[config.mk]
export PLATFORM = sky130hd
export DESIGN_NAME = mc_control_fsm_flat
export DESIGN_NICKNAME = d
export VERILOG_FILES = /design/src/rtl/mc_control_fsm_if.sv /design/src/rtl/mc_control_fsm.sv /design/src/flat_wrapper.sv
export SDC_FILE = /design/constraint.sdc
export NUM_CORES = 1
export LEC_CHECK = 0
export CAP_MARGIN = 20
export CORE_AREA = 2 2 51 63
export CTS_BUF_LIST = sky130_fd_sc_hd__clkbuf_4
export DETAILED_ROUTE_END_ITERATION = 10
export DIE_AREA = 0 0 53 65
export DONT_BUFFER_PORTS = 1
export GPL_ROUTABILITY_DRIVEN = 0
export MAX_ROUTING_LAYER = met4
export PLACE_DENSITY = 0.62
export SLEW_MARGIN = 20
export SYNTH_ARGS = -nofsm -noshare
export SYNTH_HDL_FRONTEND = slang
export SYNTH_SLANG_ARGS = --single-unit
[constraint.sdc]
create_clock -name clk -period 4.23 [get_ports clk]
set_input_delay 1.269 -clock clk [delete_from_list [all_inputs] [get_ports clk]]
set_output_delay 1.269 -clock clk [all_outputs]
set_load 0.01 [all_outputs]
[src/rtl/mc_control_fsm_if.sv]
// ============================================================================
// mc_control_fsm_if : decode inputs and datapath control bundle for the
//                     multicycle control sequencer.  Rev 1.0
// ============================================================================
`default_nettype none

interface mc_control_fsm_if;
  logic [5:0] opcode;
  logic [5:0] funct;
  logic       zero;
  logic       pc_write;
  logic       pc_write_cond;
  logic       branch_ne;
  logic [1:0] pc_src;
  logic       iord;
  logic       mem_read;
  logic       mem_write;
  logic       ir_write;
  logic       reg_write;
  logic [1:0] reg_dst_sel;
  logic [1:0] mem_to_reg;
  logic       alu_src_a;
  logic [1:0] alu_src_b;
  logic [2:0] alu_op;
  logic       halted;
  logic       illegal;

  modport master (
    input  opcode, funct, zero,
    output pc_write, pc_write_cond, branch_ne, pc_src, iord, mem_read,
           mem_write, ir_write, reg_write, reg_dst_sel, mem_to_reg,
           alu_src_a, alu_src_b, alu_op, halted, illegal
  );

  modport slave (
    output opcode, funct, zero,
    input  pc_write, pc_write_cond, branch_ne, pc_src, iord, mem_read,
           mem_write, ir_write, reg_write, reg_dst_sel, mem_to_reg,
           alu_src_a, alu_src_b, alu_op, halted, illegal
  );
endinterface

`default_nettype wire

[src/rtl/mc_control_fsm.sv]
// ============================================================================
// mc_control_fsm : Moore control sequencer stepping the multicycle datapath
//                  through fetch/decode/execute/memory/write-back. Rev 1.0
// ============================================================================
`default_nettype none

module mc_control_fsm #(
  parameter int unsigned MEM_WAIT = 2
) (
  input  wire logic          clk,
  input  wire logic          reset,
  mc_control_fsm_if.master   bus
);

  localparam logic [3:0] c_MEM_WAIT  = 4'(MEM_WAIT);
  localparam logic [2:0] c_ALU_ADD   = 3'b000;
  localparam logic [2:0] c_ALU_SUB   = 3'b001;
  localparam logic [2:0] c_ALU_AND   = 3'b010;
  localparam logic [2:0] c_ALU_OR    = 3'b011;
  localparam logic [2:0] c_ALU_SLT   = 3'b100;
  localparam logic [5:0] c_OP_RTYPE  = 6'h00;
  localparam logic [5:0] c_OP_J      = 6'h02;
  localparam logic [5:0] c_OP_JAL    = 6'h03;
  localparam logic [5:0] c_OP_BEQ    = 6'h04;
  localparam logic [5:0] c_OP_BNE    = 6'h05;
  localparam logic [5:0] c_OP_ADDI   = 6'h08;
  localparam logic [5:0] c_OP_LUI    = 6'h0f;
  localparam logic [5:0] c_OP_LW     = 6'h23;
  localparam logic [5:0] c_OP_SW     = 6'h2b;
  localparam logic [5:0] c_FN_JR     = 6'h08;
  localparam logic [5:0] c_FN_BREAK  = 6'h0d;

  typedef enum logic [4:0] {
    S_RST, S_FETCH, S_DECODE, S_EXEC_R, S_WB_R, S_JR, S_EXEC_I, S_WB_I,
    S_LUI_WB, S_MEM_ADDR, S_LW_MEM, S_LW_WB, S_SW_MEM, S_BRANCH, S_JUMP,
    S_JAL, S_HALT
  } state_t;

  state_t     r_state;
  state_t     w_next;
  logic [3:0] r_cnt;
  logic       r_illegal;
  logic       w_set_illegal;
  logic       w_cnt_done;
  logic       w_r_valid;
  logic [2:0] w_r_aop;

  assign w_cnt_done = (r_cnt == c_MEM_WAIT);

  // Counter restarts on every state change and saturates at MEM_WAIT.
  always_ff @(posedge clk or negedge reset) begin
    if (!reset) begin
      r_state   <= S_RST;
      r_cnt     <= 4'd0;
      r_illegal <= 1'b0;
    end else begin
      r_state <= w_next;
      if (w_next != r_state) begin
        r_cnt <= 4'd0;
      end else if (!w_cnt_done) begin
        r_cnt <= r_cnt + 4'd1;
      end
      if (w_set_illegal) begin
        r_illegal <= 1'b1;
      end
    end
  end

  always_comb begin
    w_r_valid = 1'b1;
    w_r_aop   = c_ALU_ADD;
    case (bus.funct)
      6'h20:   w_r_aop = c_ALU_ADD;
      6'h22:   w_r_aop = c_ALU_SUB;
      6'h24:   w_r_aop = c_ALU_AND;
      6'h25:   w_r_aop = c_ALU_OR;
      6'h2a:   w_r_aop = c_ALU_SLT;
      default: w_r_valid = 1'b0;
    endcase
  end

  always_comb begin
    w_next        = r_state;
    w_set_illegal = 1'b0;
    case (r_state)
      S_RST:    w_next = S_FETCH;
      S_FETCH:  if (w_cnt_done) w_next = S_DECODE;
      S_DECODE: begin
        case (bus.opcode)
          c_OP_RTYPE: begin
            if (w_r_valid) begin
              w_next = S_EXEC_R;
            end else if (bus.funct == c_FN_JR) begin
              w_next = S_JR;
            end else if (bus.funct == c_FN_BREAK) begin
              w_next = S_HALT;
            end else begin
              w_next        = S_HALT;
              w_set_illegal = 1'b1;
            end
          end
          c_OP_ADDI:          w_next = S_EXEC_I;
          c_OP_LUI:           w_next = S_LUI_WB;
          c_OP_LW, c_OP_SW:   w_next = S_MEM_ADDR;
          c_OP_BEQ, c_OP_BNE: w_next = S_BRANCH;
          c_OP_J:             w_next = S_JUMP;
          c_OP_JAL:           w_next = S_JAL;
          default: begin
            w_next        = S_HALT;
            w_set_illegal = 1'b1;
          end
        endcase
      end
      S_EXEC_R:   w_next = S_WB_R;
      S_EXEC_I:   w_next = S_WB_I;
      S_MEM_ADDR: w_next = (bus.opcode == c_OP_LW) ? S_LW_MEM : S_SW_MEM;
      S_LW_MEM:   if (w_cnt_done) w_next = S_LW_WB;
      S_SW_MEM:   if (w_cnt_done) w_next = S_FETCH;
      S_HALT:     w_next = S_HALT;
      default:    w_next = S_FETCH;
    endcase
  end

  always_comb begin
    bus.pc_write      = 1'b0;
    bus.pc_write_cond = 1'b0;
    bus.branch_ne     = 1'b0;
    bus.pc_src        = 2'b00;
    bus.iord          = 1'b0;
    bus.mem_read      = 1'b0;
    bus.mem_write     = 1'b0;
    bus.ir_write      = 1'b0;
    bus.reg_write     = 1'b0;
    bus.reg_dst_sel   = 2'b00;
    bus.mem_to_reg    = 2'b00;
    bus.alu_src_a     = 1'b0;
    bus.alu_src_b     = 2'b00;
    bus.alu_op        = c_ALU_ADD;
    bus.halted        = (r_state == S_HALT);
    bus.illegal       = r_illegal;
    case (r_state)
      S_FETCH: begin
        bus.mem_read = 1'b1;
        if (w_cnt_done) begin
          bus.ir_write  = 1'b1;
          bus.pc_write  = 1'b1;
          bus.alu_src_b = 2'b01;
        end
      end
      S_DECODE: bus.alu_src_b = 2'b11;
      S_EXEC_R: begin
        bus.alu_src_a = 1'b1;
        bus.alu_op    = w_r_aop;
      end
      S_WB_R: begin
        bus.reg_write   = 1'b1;
        bus.reg_dst_sel = 2'b01;
      end
      S_JR: begin
        bus.pc_write = 1'b1;
        bus.pc_src   = 2'b11;
      end
      S_EXEC_I, S_MEM_ADDR: begin
        bus.alu_src_a = 1'b1;
        bus.alu_src_b = 2'b10;
      end
      S_WB_I:   bus.reg_write = 1'b1;
      S_LUI_WB: begin
        bus.reg_write  = 1'b1;
        bus.mem_to_reg = 2'b11;
      end
      S_LW_MEM: begin
        bus.mem_read = 1'b1;
        bus.iord     = 1'b1;
      end
      S_LW_WB: begin
        bus.reg_write  = 1'b1;
        bus.mem_to_reg = 2'b01;
      end
      S_SW_MEM: begin
        bus.mem_write = 1'b1;
        bus.iord      = 1'b1;
      end
      S_BRANCH: begin
        bus.alu_src_a     = 1'b1;
        bus.alu_op        = c_ALU_SUB;
        bus.pc_write_cond = 1'b1;
        bus.pc_src        = 2'b01;
        bus.branch_ne     = (bus.opcode == c_OP_BNE);
      end
      S_JUMP: begin
        bus.pc_write = 1'b1;
        bus.pc_src   = 2'b10;
      end
      // Register file samples the pre-edge PC, so both writes share one edge.
      S_JAL: begin
        bus.pc_write    = 1'b1;
        bus.pc_src      = 2'b10;
        bus.reg_write   = 1'b1;
        bus.reg_dst_sel = 2'b11;
        bus.mem_to_reg  = 2'b10;
      end
      default: ;
    endcase
  end

endmodule

`default_nettype wire
[src/flat_wrapper.sv]
// flat-port wrapper written by rule: the top's interface ports become plain ports
module mc_control_fsm_flat 
#(
  parameter int unsigned MEM_WAIT = 2
)
  (clk, reset, bus_opcode, bus_funct, bus_zero, bus_pc_write, bus_pc_write_cond, bus_branch_ne, bus_pc_src, bus_iord, bus_mem_read, bus_mem_write, bus_ir_write, bus_reg_write, bus_reg_dst_sel, bus_mem_to_reg, bus_alu_src_a, bus_alu_src_b, bus_alu_op, bus_halted, bus_illegal);
  mc_control_fsm_if bus_i ();
  input  wire logic clk;
  input  wire logic reset;
  input wire logic [$bits(bus_i.opcode)-1:0] bus_opcode;
  input wire logic [$bits(bus_i.funct)-1:0] bus_funct;
  input wire logic [$bits(bus_i.zero)-1:0] bus_zero;
  output wire logic [$bits(bus_i.pc_write)-1:0] bus_pc_write;
  output wire logic [$bits(bus_i.pc_write_cond)-1:0] bus_pc_write_cond;
  output wire logic [$bits(bus_i.branch_ne)-1:0] bus_branch_ne;
  output wire logic [$bits(bus_i.pc_src)-1:0] bus_pc_src;
  output wire logic [$bits(bus_i.iord)-1:0] bus_iord;
  output wire logic [$bits(bus_i.mem_read)-1:0] bus_mem_read;
  output wire logic [$bits(bus_i.mem_write)-1:0] bus_mem_write;
  output wire logic [$bits(bus_i.ir_write)-1:0] bus_ir_write;
  output wire logic [$bits(bus_i.reg_write)-1:0] bus_reg_write;
  output wire logic [$bits(bus_i.reg_dst_sel)-1:0] bus_reg_dst_sel;
  output wire logic [$bits(bus_i.mem_to_reg)-1:0] bus_mem_to_reg;
  output wire logic [$bits(bus_i.alu_src_a)-1:0] bus_alu_src_a;
  output wire logic [$bits(bus_i.alu_src_b)-1:0] bus_alu_src_b;
  output wire logic [$bits(bus_i.alu_op)-1:0] bus_alu_op;
  output wire logic [$bits(bus_i.halted)-1:0] bus_halted;
  output wire logic [$bits(bus_i.illegal)-1:0] bus_illegal;
  assign bus_i.opcode = bus_opcode;
  assign bus_i.funct = bus_funct;
  assign bus_i.zero = bus_zero;
  assign bus_pc_write = bus_i.pc_write;
  assign bus_pc_write_cond = bus_i.pc_write_cond;
  assign bus_branch_ne = bus_i.branch_ne;
  assign bus_pc_src = bus_i.pc_src;
  assign bus_iord = bus_i.iord;
  assign bus_mem_read = bus_i.mem_read;
  assign bus_mem_write = bus_i.mem_write;
  assign bus_ir_write = bus_i.ir_write;
  assign bus_reg_write = bus_i.reg_write;
  assign bus_reg_dst_sel = bus_i.reg_dst_sel;
  assign bus_mem_to_reg = bus_i.mem_to_reg;
  assign bus_alu_src_a = bus_i.alu_src_a;
  assign bus_alu_src_b = bus_i.alu_src_b;
  assign bus_alu_op = bus_i.alu_op;
  assign bus_halted = bus_i.halted;
  assign bus_illegal = bus_i.illegal;
  mc_control_fsm #(.MEM_WAIT(MEM_WAIT)) u_core (.clk(clk), .reset(reset), .bus(bus_i));
endmodule
==> summary.txt <==
Pwr
  • Leak: 0.552 nW
  • Clock Power Share: 9.4%
  • Int Power: 0.337 mW
  • Total power: 0.673 mW
  • Sw frac: 49.9%
  • Power Density: 496 nW/µm²
  • P_sw: 0.336 mW
  • VDD IR-drop max: 215 µV
  • Comb pwr share: 63.8%
  • Flop pwr share: 26.9%

Yosys
  • Mapped Nets: 208
  • Seq cells post-synth: 10
  • EDFF count, synth: 0
  • Post-synth top flop: dfrtp_1
  • Seq/Total Area, Yosys: 18.4%
  • Count of cell types in the netlist: 56
  • Cell Area, Synth: 1360 µm²
  • Synth Instances: 191
  • Synth warnings: 0
  • Synthesized area per cell: 7.13 µm²
  • Ys async rst share: 100%

Final layout
  • # fillers: 297
  • Final nets: 198
  • Layout cell share with drive strength beyond 1: 6.70%
  • Layout area overhead: -0.459%
  • Diode count: 0

Critical path
  • R2r startpoint: u_core.r_state[3]
  • CP cell instances: nor3_1 -> nand4_1 -> nor4b_1
  • Worst EP arrival: 2.30 ns
  • Kind of critical path: register to primary output
  • Critical path capture point type: primary output
  • CP startpoint: u_core.r_state[3]
  • Max stage delay on crit path: 0.64 ns
  • Slowest CP cell: nor3_1
  • CP Launch Type: register
  • CP required: 2.96 ns
  • Worst-path fanout max: 20

Floorplanning
  • Die Area: 3450 µm²
  • FP Rows: 22
  • # IOs: 37
  • Die height: 65 µm
  • Total core area: 2890 µm²
  • Starting density of the core: 47.1%
  • Chip width: 53 µm

Global route
  • Congestion Overflow GR: 0
  • Pin count of the biggest net entering global routing: 23
  • Overall Global Routing Usage: 19.8%
  • Vias in the first global route: 1178
  • Global-route wire length before repair: 5150 µm
  • Initial antenna violation count: 0

Routing
  • Pre-antenna DRT Iters: 4
  • Final ANT Viol Nets: 0
  • Vias: 1350
  • WL per Instance: 15.3 µm
  • Drc violations: 0
  • Routed vias/inst: 6.28
  • Routed Wire Length: 3300 µm
  • DRT iter0 DRCs: 44

STA
  • Clock Skew: 0.0103 ns
  • Final setup fails: 0
  • Final worst-path cycle share: 84.5%
  • Worst slew pin tran: 0.659 ns
  • Rel. slew slack: 55.8%
  • Max-slew violation count: 0
  • Highest clock rate: 280 MHz
  • Unrepaired setup endpoints after global routing: no
  • Setup TNS: 0 ns
  • Final Hold Viols: 0
  • Period minus WS final: 3.57 ns

Clock network
  • CTS Sinks: 10
  • Worst skew pair latency: 0.26 ns
  • Max clock buf depth: 2
  • Post-CTS sizing: 0
  • Hold buffers post-CTS: 0
  • Clk root buf: clkbuf_4
  • Worst-path clk slew: 0.07 ns
  • Number of CTS-inserted buffers: 3
  • Post-CTS setup buffer count: 0
  • H-tree levels: 1
  • TritonCTS clock tree: done

Flow run
  • Max-cap violations: 0

Worst hold path
  • Worst hold path type: register to register
  • Hold Crit Start: u_core.bus.illegal

Placed design
  • HPWL after DPL: 2510 µm
  • # port buffers: 0

Status
  • Outcome: finished, final reports clean
==> per-stage QoR <==
stage / instance area (µm²) / instances / utilization (%) / hold slack, ns / setup WS [ns]
after detailed placement: 1330 / 212 / 46.1 / 0.552 / 0.766
after CTS: 1360 / 215 / 46.9 / 0.569 / 0.693
after floorplan: 1360 / 191 / - / 0.513 / 0.690
final: 1360 / 215 / 46.9 / 0.556 / 0.657
after global routing: 1360 / 215 / 46.9 / 0.605 / 0.547
after global placement: 1330 / 212 / 46.1 / 0.554 / 0.778
==> flip-flops by register name, indices dropped and copies added, names as in the netlist <==
signal,count
u_core.bus.illegal,1
u_core.r_cnt,4
u_core.r_state,5
==> path summary, 6_finish.rpt <==
kind	cells after the start	to	slack [ns]
max in group asynchronous	0	u_core.r_cnt[1]	3.46
max reg2reg	7	u_core.r_cnt[1]	1.64
max	3	bus_alu_op[1]	0.66
min	1	u_core.bus.illegal	0.56
min reg2reg	1	u_core.bus.illegal	0.56
min in group asynchronous	0	u_core.r_state[2]	0.69
==> area by class of cell <==
class	count	area, µm²	area share [%]
inverters	9	33.8	2.49
flip-flops and latches	10	250	18.5
clock buffers	3	22.5	1.66
repair buffers	2	15.0	1.11
multi-input cells	155	990	73.0
well taps	36	45.0	3.32
==> placed cells by master (no fill, tap or decap), drive strengths merged, types with 2 or more instances in the layout <==
cell,Yosys,final
nor2,23,23
a21oi,13,13
nand2,11,11
nand3,11,11
dfrtp,10,10
inv,9,9
nor3,9,9
nor2b,8,8
nand2b,6,6
o21ai,6,6
xnor2,5,5
or3,5,5
nor3b,4,4
nor4,4,4
o21bai,4,4
o22ai,3,3
clkbuf,4,3
and3,2,2
a211o,2,2
and4b,2,2
nor4b,2,2
or2b,2,2
nor4bb,2,2
nand4,2,2
mux2i,2,2
and3b,2,2
nand3b,2,2
o31ai,2,2
ha,2,2
buf,13,2
or3b,2,2
==> worst max-delay path: cells and delay by family (launching register included) <==
family           cells  cell delay [ns]
and+or+nand+nor      3             1.46
DFF                  1             0.58
==> synth_stat cells, types with 2 or more instances <==
master	number	area, µm²
nand4_1	2	12.5
buf_2	8	40.0
or2b_1	2	15.0
ha_1	2	25.0
clkbuf_1	4	15.0
nor4_1	4	25.0
nand2_1	11	41.3
nor2b_1	8	50.1
nor3b_1	4	30.0
nand3_1	11	55.1
mux2i_1	2	20.0
and3b_1	2	17.5
and4b_1	2	20.0
nand3b_1	2	15.0
nor4b_1	2	17.5
xnor2_1	5	43.8
inv_1	9	33.8
buf_1	2	7.51
o21ai_0	5	25.0
o22ai_1	3	18.8
a21oi_1	11	55.1
and3_1	2	12.5
o21bai_1	4	30.0
o31ai_1	2	15.0
nor2_1	23	86.3
a211o_1	2	17.5
nand2b_1	6	37.5
nor3_1	8	40.0
nor4bb_1	2	20.0
a21oi_2	2	17.5
buf_4	2	15.0
dfrtp_1	10	250
or3_1	4	25.0
==> logic make-up (layout without fill, tap and decap cells) <==
logic type | after synthesis | after routing | share of synthesized area (%)
XOR/XNOR | 6 | 6 | 3.86
multiplexers | 2 | 2 | 1.47
flip-flops | 10 | 10 | 18.4
adder cells (fa/ha/maj) | 2 | 2 | 1.84
AO/OA/AOI/OAI | 44 | 44 | 22.9
buffers and inverters | 26 | 14 | 9.00
AND/OR/NAND/NOR | 101 | 101 | 42.6
==> routing by layer <==
layer | track usage [%] | routed length [µm]
met1 | 24.0 | 1400
met2 | 32.8 | 1680
met3 | 3.00 | 186
met4 | 7.37 | 33
met5 | - | 0
==> power by group through the flow <==
stage                     Clock, mW  Sequential (mW)  Combinational, mW
final                        0.0630            0.181              0.429
after global routing         0.0715            0.186              0.476
after CTS                    0.0660            0.179              0.431
after detailed placement          0            0.180              0.428
after global placement            0            0.179              0.422
after floorplan                   0            0.136              0.410
(Power assumes the default switching activity.)
